==> src/rtl/coax_tx_pkg.sv <==
// Purpose: shared types for the 3270 coax transmitter (frame states, word width, Manchester helper).
// Latency: n/a (definitions only).
// Backpressure: n/a.
package coax_tx_pkg;

  localparam int WORD_W        = 10;
  localparam int QUIESCE_CELLS = 5;

  // Frame sequencing states, in transmission order.
  typedef enum logic [3:0] {
    IDLE              = 4'd0,
    LINE_QUIESCE      = 4'd1,
    CODE_VIOLATION_LO = 4'd2,
    CODE_VIOLATION_HI = 4'd3,
    SYNC_BIT          = 4'd4,
    DATA_BIT          = 4'd5,
    PARITY_BIT        = 4'd6,
    END_SEQUENCE_1    = 4'd7,
    END_SEQUENCE_2    = 4'd8
  } state_t;

  // Line level for bit b: inverted in the first half-cell, true in the second.
  function automatic logic manchester(input logic b, input logic first_half);
    return first_half ? ~b : b;
  endfunction

endpackage

==> src/rtl/coax_tx_if.sv <==
// Purpose: word handshake and line-driver pins of the coax transmitter.
// Latency: n/a (wiring only).
// Backpressure: ready low means the one-word holding register is occupied.
interface coax_tx_if;
  import coax_tx_pkg::*;

  logic [WORD_W-1:0] data;
  logic              strobe;
  logic              ready;
  logic              tx;
  logic              active;

  modport master (output data, output strobe, input ready, input tx, input active);
  modport slave  (input data, input strobe, output ready, output tx, output active);

endinterface

==> src/rtl/coax_tx_bit_timer.sv <==
// Purpose: free-running bit-cell timer counting 0..CLOCKS_PER_BIT-1, with half-cell markers.
// Latency: markers are combinational from the count register.
// Backpressure: none; restart holds the count at zero.
module coax_tx_bit_timer #(
  parameter int CLOCKS_PER_BIT = 8
) (
  input  logic clk,
  input  logic reset,
  input  logic restart,
  output logic first_half,
  output logic mid_clock,
  output logic last_clock
);

  localparam int HALF = CLOCKS_PER_BIT / 2;
  localparam int CW   = $clog2(CLOCKS_PER_BIT);

  logic [CW-1:0] cnt;

  // Cell position counter; wraps at the end of every bit cell.
  always_ff @(posedge clk) begin
    if (reset || restart || last_clock) begin
      cnt <= '0;
    end else begin
      cnt <= cnt + CW'(1);
    end
  end

  assign first_half = (cnt < CW'(HALF));
  assign mid_clock  = (cnt == CW'(HALF - 1));
  assign last_clock = (cnt == CW'(CLOCKS_PER_BIT - 1));

endmodule

==> src/rtl/coax_tx.sv <==
// Purpose: 3270 coax frame transmitter: quiesce, code violation, per-word sync/data/parity, end sequence.
// Latency: tx/active change on the clock after a word is accepted in IDLE; all outputs registered.
// Backpressure: ready = holding register empty; strobe while ready is low is ignored.
module coax_tx
  import coax_tx_pkg::*;
#(
  parameter int CLOCKS_PER_BIT = 8
) (
  input logic     clk,
  input logic     reset,
  coax_tx_if.slave bus
);

  state_t              state_q, state_d;
  logic [2:0]          cell_q, cell_d;
  logic [3:0]          bit_q, bit_d;
  logic [WORD_W-1:0]   shift_q, shift_d;
  logic [WORD_W-1:0]   hold_q, hold_d;
  logic                hold_vld_q, hold_vld_d;
  logic                parity_q, parity_d;
  logic                tx_q, tx_d;
  logic                active_q;
  logic                load;
  logic                accept;
  logic                first_half, mid_clock, last_clock;
  logic                half_end, fh_nxt;

  coax_tx_bit_timer #(.CLOCKS_PER_BIT(CLOCKS_PER_BIT)) u_timer (
    .clk        (clk),
    .reset      (reset),
    .restart    (state_q == IDLE),
    .first_half (first_half),
    .mid_clock  (mid_clock),
    .last_clock (last_clock)
  );

  assign accept   = bus.strobe && !hold_vld_q;
  assign half_end = mid_clock || last_clock;
  // Half-cell phase the timer will show next cycle, so tx can be registered.
  assign fh_nxt   = (state_q == IDLE) || last_clock || (first_half && !mid_clock);

  // Next-state, counters, shift/holding registers and next line level.
  always_comb begin
    state_d    = state_q;
    cell_d     = cell_q;
    bit_d      = bit_q;
    shift_d    = shift_q;
    parity_d   = parity_q;
    hold_d     = hold_q;
    hold_vld_d = hold_vld_q;
    load       = 1'b0;
    tx_d       = 1'b0;

    case (state_q)
      IDLE: begin
        if (hold_vld_q || accept) begin
          state_d = LINE_QUIESCE;
          cell_d  = '0;
        end
      end
      LINE_QUIESCE: begin
        if (last_clock) begin
          if (cell_q == 3'(QUIESCE_CELLS - 1)) begin
            state_d = CODE_VIOLATION_LO;
            cell_d  = '0;
          end else begin
            cell_d = cell_q + 3'd1;
          end
        end
      end
      // The 1.5-cell violation halves are counted in half-cells.
      CODE_VIOLATION_LO: begin
        if (half_end) begin
          if (cell_q == 3'd2) begin
            state_d = CODE_VIOLATION_HI;
            cell_d  = '0;
          end else begin
            cell_d = cell_q + 3'd1;
          end
        end
      end
      CODE_VIOLATION_HI: begin
        if (half_end) begin
          if (cell_q == 3'd2) begin
            state_d = SYNC_BIT;
            load    = 1'b1;
          end else begin
            cell_d = cell_q + 3'd1;
          end
        end
      end
      SYNC_BIT: begin
        if (last_clock) begin
          state_d = DATA_BIT;
          bit_d   = '0;
        end
      end
      DATA_BIT: begin
        if (last_clock) begin
          shift_d = {shift_q[WORD_W-2:0], 1'b0};
          if (bit_q == 4'(WORD_W - 1)) begin
            state_d = PARITY_BIT;
          end else begin
            bit_d = bit_q + 4'd1;
          end
        end
      end
      // A held word continues the frame with no gap.
      PARITY_BIT: begin
        if (last_clock) begin
          if (hold_vld_q) begin
            state_d = SYNC_BIT;
            load    = 1'b1;
          end else begin
            state_d = END_SEQUENCE_1;
          end
        end
      end
      END_SEQUENCE_1: begin
        if (last_clock) begin
          state_d = END_SEQUENCE_2;
          cell_d  = '0;
        end
      end
      END_SEQUENCE_2: begin
        if (last_clock) begin
          if (cell_q == 3'd1) begin
            state_d = IDLE;
          end else begin
            cell_d = cell_q + 3'd1;
          end
        end
      end
      default: state_d = IDLE;
    endcase

    if (load) begin
      shift_d    = hold_q;
      parity_d   = ^hold_q;
      hold_vld_d = 1'b0;
    end
    if (accept) begin
      hold_d     = bus.data;
      hold_vld_d = 1'b1;
    end

    case (state_d)
      LINE_QUIESCE, SYNC_BIT: tx_d = manchester(1'b1, fh_nxt);
      CODE_VIOLATION_HI:      tx_d = 1'b1;
      DATA_BIT:               tx_d = manchester(shift_d[WORD_W-1], fh_nxt);
      PARITY_BIT:             tx_d = manchester(parity_d, fh_nxt);
      END_SEQUENCE_1:         tx_d = manchester(1'b0, fh_nxt);
      END_SEQUENCE_2:         tx_d = 1'b1;
      default:                tx_d = 1'b0;
    endcase
  end

  // State and datapath registers; reset aborts any frame and drops the held word.
  always_ff @(posedge clk) begin
    if (reset) begin
      state_q    <= IDLE;
      cell_q     <= '0;
      bit_q      <= '0;
      shift_q    <= '0;
      hold_q     <= '0;
      hold_vld_q <= 1'b0;
      parity_q   <= 1'b0;
      tx_q       <= 1'b0;
      active_q   <= 1'b0;
    end else begin
      state_q    <= state_d;
      cell_q     <= cell_d;
      bit_q      <= bit_d;
      shift_q    <= shift_d;
      hold_q     <= hold_d;
      hold_vld_q <= hold_vld_d;
      parity_q   <= parity_d;
      tx_q       <= tx_d;
      active_q   <= (state_d != IDLE);
    end
  end

  assign bus.ready  = !hold_vld_q;
  assign bus.tx     = tx_q;
  assign bus.active = active_q;

endmodule
==> src/flat_wrapper.sv <==
// flat-port wrapper written by rule: the top's interface ports become plain ports
module coax_tx_flat import coax_tx_pkg::*;
#(
  parameter int CLOCKS_PER_BIT = 8
)
  (clk, reset, bus_data, bus_strobe, bus_ready, bus_tx, bus_active);
  coax_tx_if bus_i ();
  input logic clk;
  input logic reset;
  input wire logic [$bits(bus_i.data)-1:0] bus_data;
  input wire logic [$bits(bus_i.strobe)-1:0] bus_strobe;
  output wire logic [$bits(bus_i.ready)-1:0] bus_ready;
  output wire logic [$bits(bus_i.tx)-1:0] bus_tx;
  output wire logic [$bits(bus_i.active)-1:0] bus_active;
  assign bus_i.data = bus_data;
  assign bus_i.strobe = bus_strobe;
  assign bus_ready = bus_i.ready;
  assign bus_tx = bus_i.tx;
  assign bus_active = bus_i.active;
  coax_tx #(.CLOCKS_PER_BIT(CLOCKS_PER_BIT)) u_core (.clk(clk), .reset(reset), .bus(bus_i));
endmodule
==> config.mk <==
export PLATFORM = sky130hd
export DESIGN_NAME = coax_tx_flat
export DESIGN_NICKNAME = d
export VERILOG_FILES = /design/src/rtl/coax_tx_pkg.sv /design/src/rtl/coax_tx_if.sv /design/src/rtl/coax_tx_bit_timer.sv /design/src/rtl/coax_tx.sv /design/src/flat_wrapper.sv
export SDC_FILE = /design/constraint.sdc
export NUM_CORES = 1
export LEC_CHECK = 0
export ABC_AREA = 1
export CAP_MARGIN = 20
export CORE_ASPECT_RATIO = 1.5
export CORE_MARGIN = 3
export CORE_UTILIZATION = 55
export CTS_CLUSTER_SIZE = 28
export DETAILED_ROUTE_END_ITERATION = 10
export PLACE_DENSITY = 0.82
export SKIP_CTS_REPAIR_TIMING = 1
export SLEW_MARGIN = 15
export SYNTH_ARGS = -nofsm -noshare
export SYNTH_HDL_FRONTEND = slang
export SYNTH_SLANG_ARGS = --single-unit
==> constraint.sdc <==
create_clock -name clk -period 2.17 [get_ports clk]
set_clock_uncertainty 0.05 [all_clocks]
set_input_delay 0.434 -clock clk [delete_from_list [all_inputs] [get_ports clk]]
set_output_delay 0.434 -clock clk [all_outputs]
set_load 0.005 [all_outputs]
==> summary.md <==
| Metric | Value |
|---|---|
| Status | completed |
| Setup TNS | 0 ns |
| Commonest non-fill, non-tap cells in the layout | nand2_1, inv_1, dfxtp_1 |
| H-tree levels | 2 |
| Met3 Wirelength | around 130 um |
| Clock Power Share | 0.378 |
| CTS Buffer Depth | 2 |
| Post-Route WL | approximately 4.8 mm |
| Die Y | between 80 and 90 um |
| Die area | about 4800 sq um |
| CP endpoint kind | flip-flop |
| Final Cycle Share | 0.933 |
| Most common cell after layout, fill and taps aside | nand2_1 |
| Type of the tightest min-delay check | reg -> reg |
| Synthesized cell area | approximately 2200 sq um |
| Crit path largest cell delay | between 0.3 and 0.4 ns |
| Syn avg cell area | approximately 6.5 sq um |
| Leakage | roughly 1.1 nW |
| Family with the most delay on the worst path | simple AND/OR/NAND/NOR gates |
| Placed cells | just under 400 |
| Starting DRT DRC Count | 56 |
| DRC viols | 0 |
| Syn Inst Count | ~340 |
| Hold Fails Final Rpt | 0 |
| Register area | between 700 and 800 sq um |
| First-pass DRT Iterations | 4 |
| CP Buf/Inv Count | 2 |
| Least-Margin Pin Slew | ~0.48 ns |
| IO Pins | 16 |
| Initial cell density of the core | 0.584 |
| Combinational Power Share | 0.125 |
| CP max-delay cell | dfxtp_1 |
| Count of final setup violators | 0 |
| YS warnings | 0 |
| Initial antenna violation count | 0 |
| DRT antenna net count | 0 |
| DR top layer | met4 |
| Clock latency on the worst-skew pair | 0.29 ns |
| Syn Nets | about 360 |
| Sequential-to-total area share from yosys stat | 0.348 |
| Depth of the worst hold-timing path | 1 |
| RSZ-0062 raised after global routing | no |
| # fillers | between 300 and 400 |
| Final instance area | about 2500 sq um |
| Levels on crit path | 14 |
| Final min period | approximately 2.0 ns |
| CP Data Required Time | approximately 2.3 ns |
| Total track usage | 0.217 |
| Sequential share of power | 0.497 |
| Detail Route met2 WL | 2.53 mm |
| First-pass GRT wire length | 8.40 mm |
| Hold slack | 0.371 ns |
| Crit Path Category | reg -> reg |
| Post-synth cell types | 28 |
| Post-route insts no fill | 401 |
| Final Max Tran Viols | 0 |
| GRT Residual Overflow | 0 |
| Max-cap viol count | 0 |
| Clock slew at reported path FFs | about 0.070 ns |
| Cell internal pwr | 1.12 mW |
| Sink Count | 38 |
| Largest net degree at the start of global routing | 19 |
| Vias in the first global route | ~2100 |
| Met1 wire length | roughly 1.9 mm |
| Crit-path cells | ha_1, buf_4, ha_1, buf_4, nand3_1, o21ai_1, nor2_1, nand3b_2, nor2_1, nor2_1, nand2_1, nand2_1, nand2_1, a21oi_2 |
| Root Buffer | clkbuf_8 |
| CORE AREA | ~3700 sq um |
| DP HPWL | 3.69 mm |
| Yosys reg bits | 38 |
| Worst Path Max Fanout | 5 |
| Nets@finish | 380 |
| Max Clock Freq | around 0.49 GHz |
| Via density per instance | 5.30 |
| Layout cells sized above 1 | 0.109 |
| Max VDD drop | 600 uV |
| Relative slew slack | 0.682 |
| Power Density | around 590 nW/um^2 |
| CTS tree | done |
| Placed cell area | around 2400 sq um |
| # port buffers | 15 |
| Placer congestion estimate | ~0.91 |
| Switch share | 0.253 |
| Syn-to-layout area delta | 15.4% |
| Chip width | approximately 58 um |
| Post-DR wirelength/cell | about 12 um |
| CTS buffer count | 5 |
| Multi-input gate area | 1220 sq um |
| Worst r2r path cells | 14 |
| # rows | 27 |
| # diodes | 0 |
| DR vias | 2125 |
| Crit path launch type | flip-flop |
| Switching power | approximately 380 uW |
| Arr. time, crit path | between 2 and 2.5 ns |
==> path summary, 6_finish.rpt <==
check	startpoint	endpoint	slack [ns]
max	u_core.u_timer.cnt[0]	u_core.bus.tx	0.14
min	u_core.u_timer.cnt[0]	u_core.u_timer.cnt[0]	0.37
max reg2reg	u_core.u_timer.cnt[0]	u_core.bus.tx	0.14
min reg2reg	u_core.u_timer.cnt[0]	u_core.u_timer.cnt[0]	0.37
==> cells by family after synthesis <==
logic type,synth area share
buffers and inverters,0.0949
adders and majority gates,0.0572
and+or+nand+nor,0.312
xor gates and xnor gates,0.00400
DFF,0.348
AOI/OAI and AO/OA,0.184
==> state kept, by name (all words and copies together), names as in the netlist, 3 cells and up <==
signal	cells
u_core.cell_q	3
u_core.bit_q	4
u_core.u_timer.cnt	3
u_core.hold_q	10
u_core.shift_q	10
u_core.state_q	4
==> routing by layer <==
metal,vias to the layer above,global-route usage
li1,1112,-
met1,952,0.217
met2,43,0.402
met3,18,0.0342
met4,0,0.122
met5,-,0
==> metrics by stage <==
step / worst slack [ns] / utilization / total power [mW]
floorplan: 0.313 / - / 0.886
global placement: 0.189 / 0.643 / 0.942
detailed placement: 0.107 / 0.643 / 0.946
CTS: 0.0759 / 0.672 / 1.51
global route: 0.00519 / 0.673 / 1.58
finish: 0.144 / 0.673 / 1.50
==> cells in the mapped netlist (all sizes together) <==
master | instances | share of area
xnor2 | 1 | 0.0040
o21ai | 28 | 0.066
o22ai | 1 | 0.0029
inv | 50 | 0.086
buf | 1 | 0.0023
nor2 | 40 | 0.075
a22oi | 8 | 0.027
ha | 10 | 0.057
nor3b | 1 | 0.0034
a21oi | 27 | 0.067
nand3 | 17 | 0.039
a211oi | 1 | 0.0057
a21boi | 1 | 0.0034
nand2 | 99 | 0.18
dfxtp | 38 | 0.35
o211a | 2 | 0.0091
clkbuf | 4 | 0.0069
nor3 | 4 | 0.0091
nand3b | 1 | 0.0051
a31oi | 1 | 0.0029
==> layout make-up <==
cell class              instances  area share
clock buffers                   8      0.0436
inverters                      50      0.0743
multi-input cells             242       0.485
flip-flops and latches         38       0.301
well taps                      43      0.0213
repair buffers                 20      0.0743
==> power by group through the flow <==
stage                     Clock [mW]  Combinational (mW)  Sequential (mW)
after floorplan                    0               0.130            0.757
after global placement             0               0.182            0.760
after detailed placement           0               0.185            0.761
after CTS                      0.580               0.187            0.745
after global routing           0.609               0.217            0.749
final                          0.567               0.187            0.745
No activity file was read; power rests on OpenSTA's default activity.
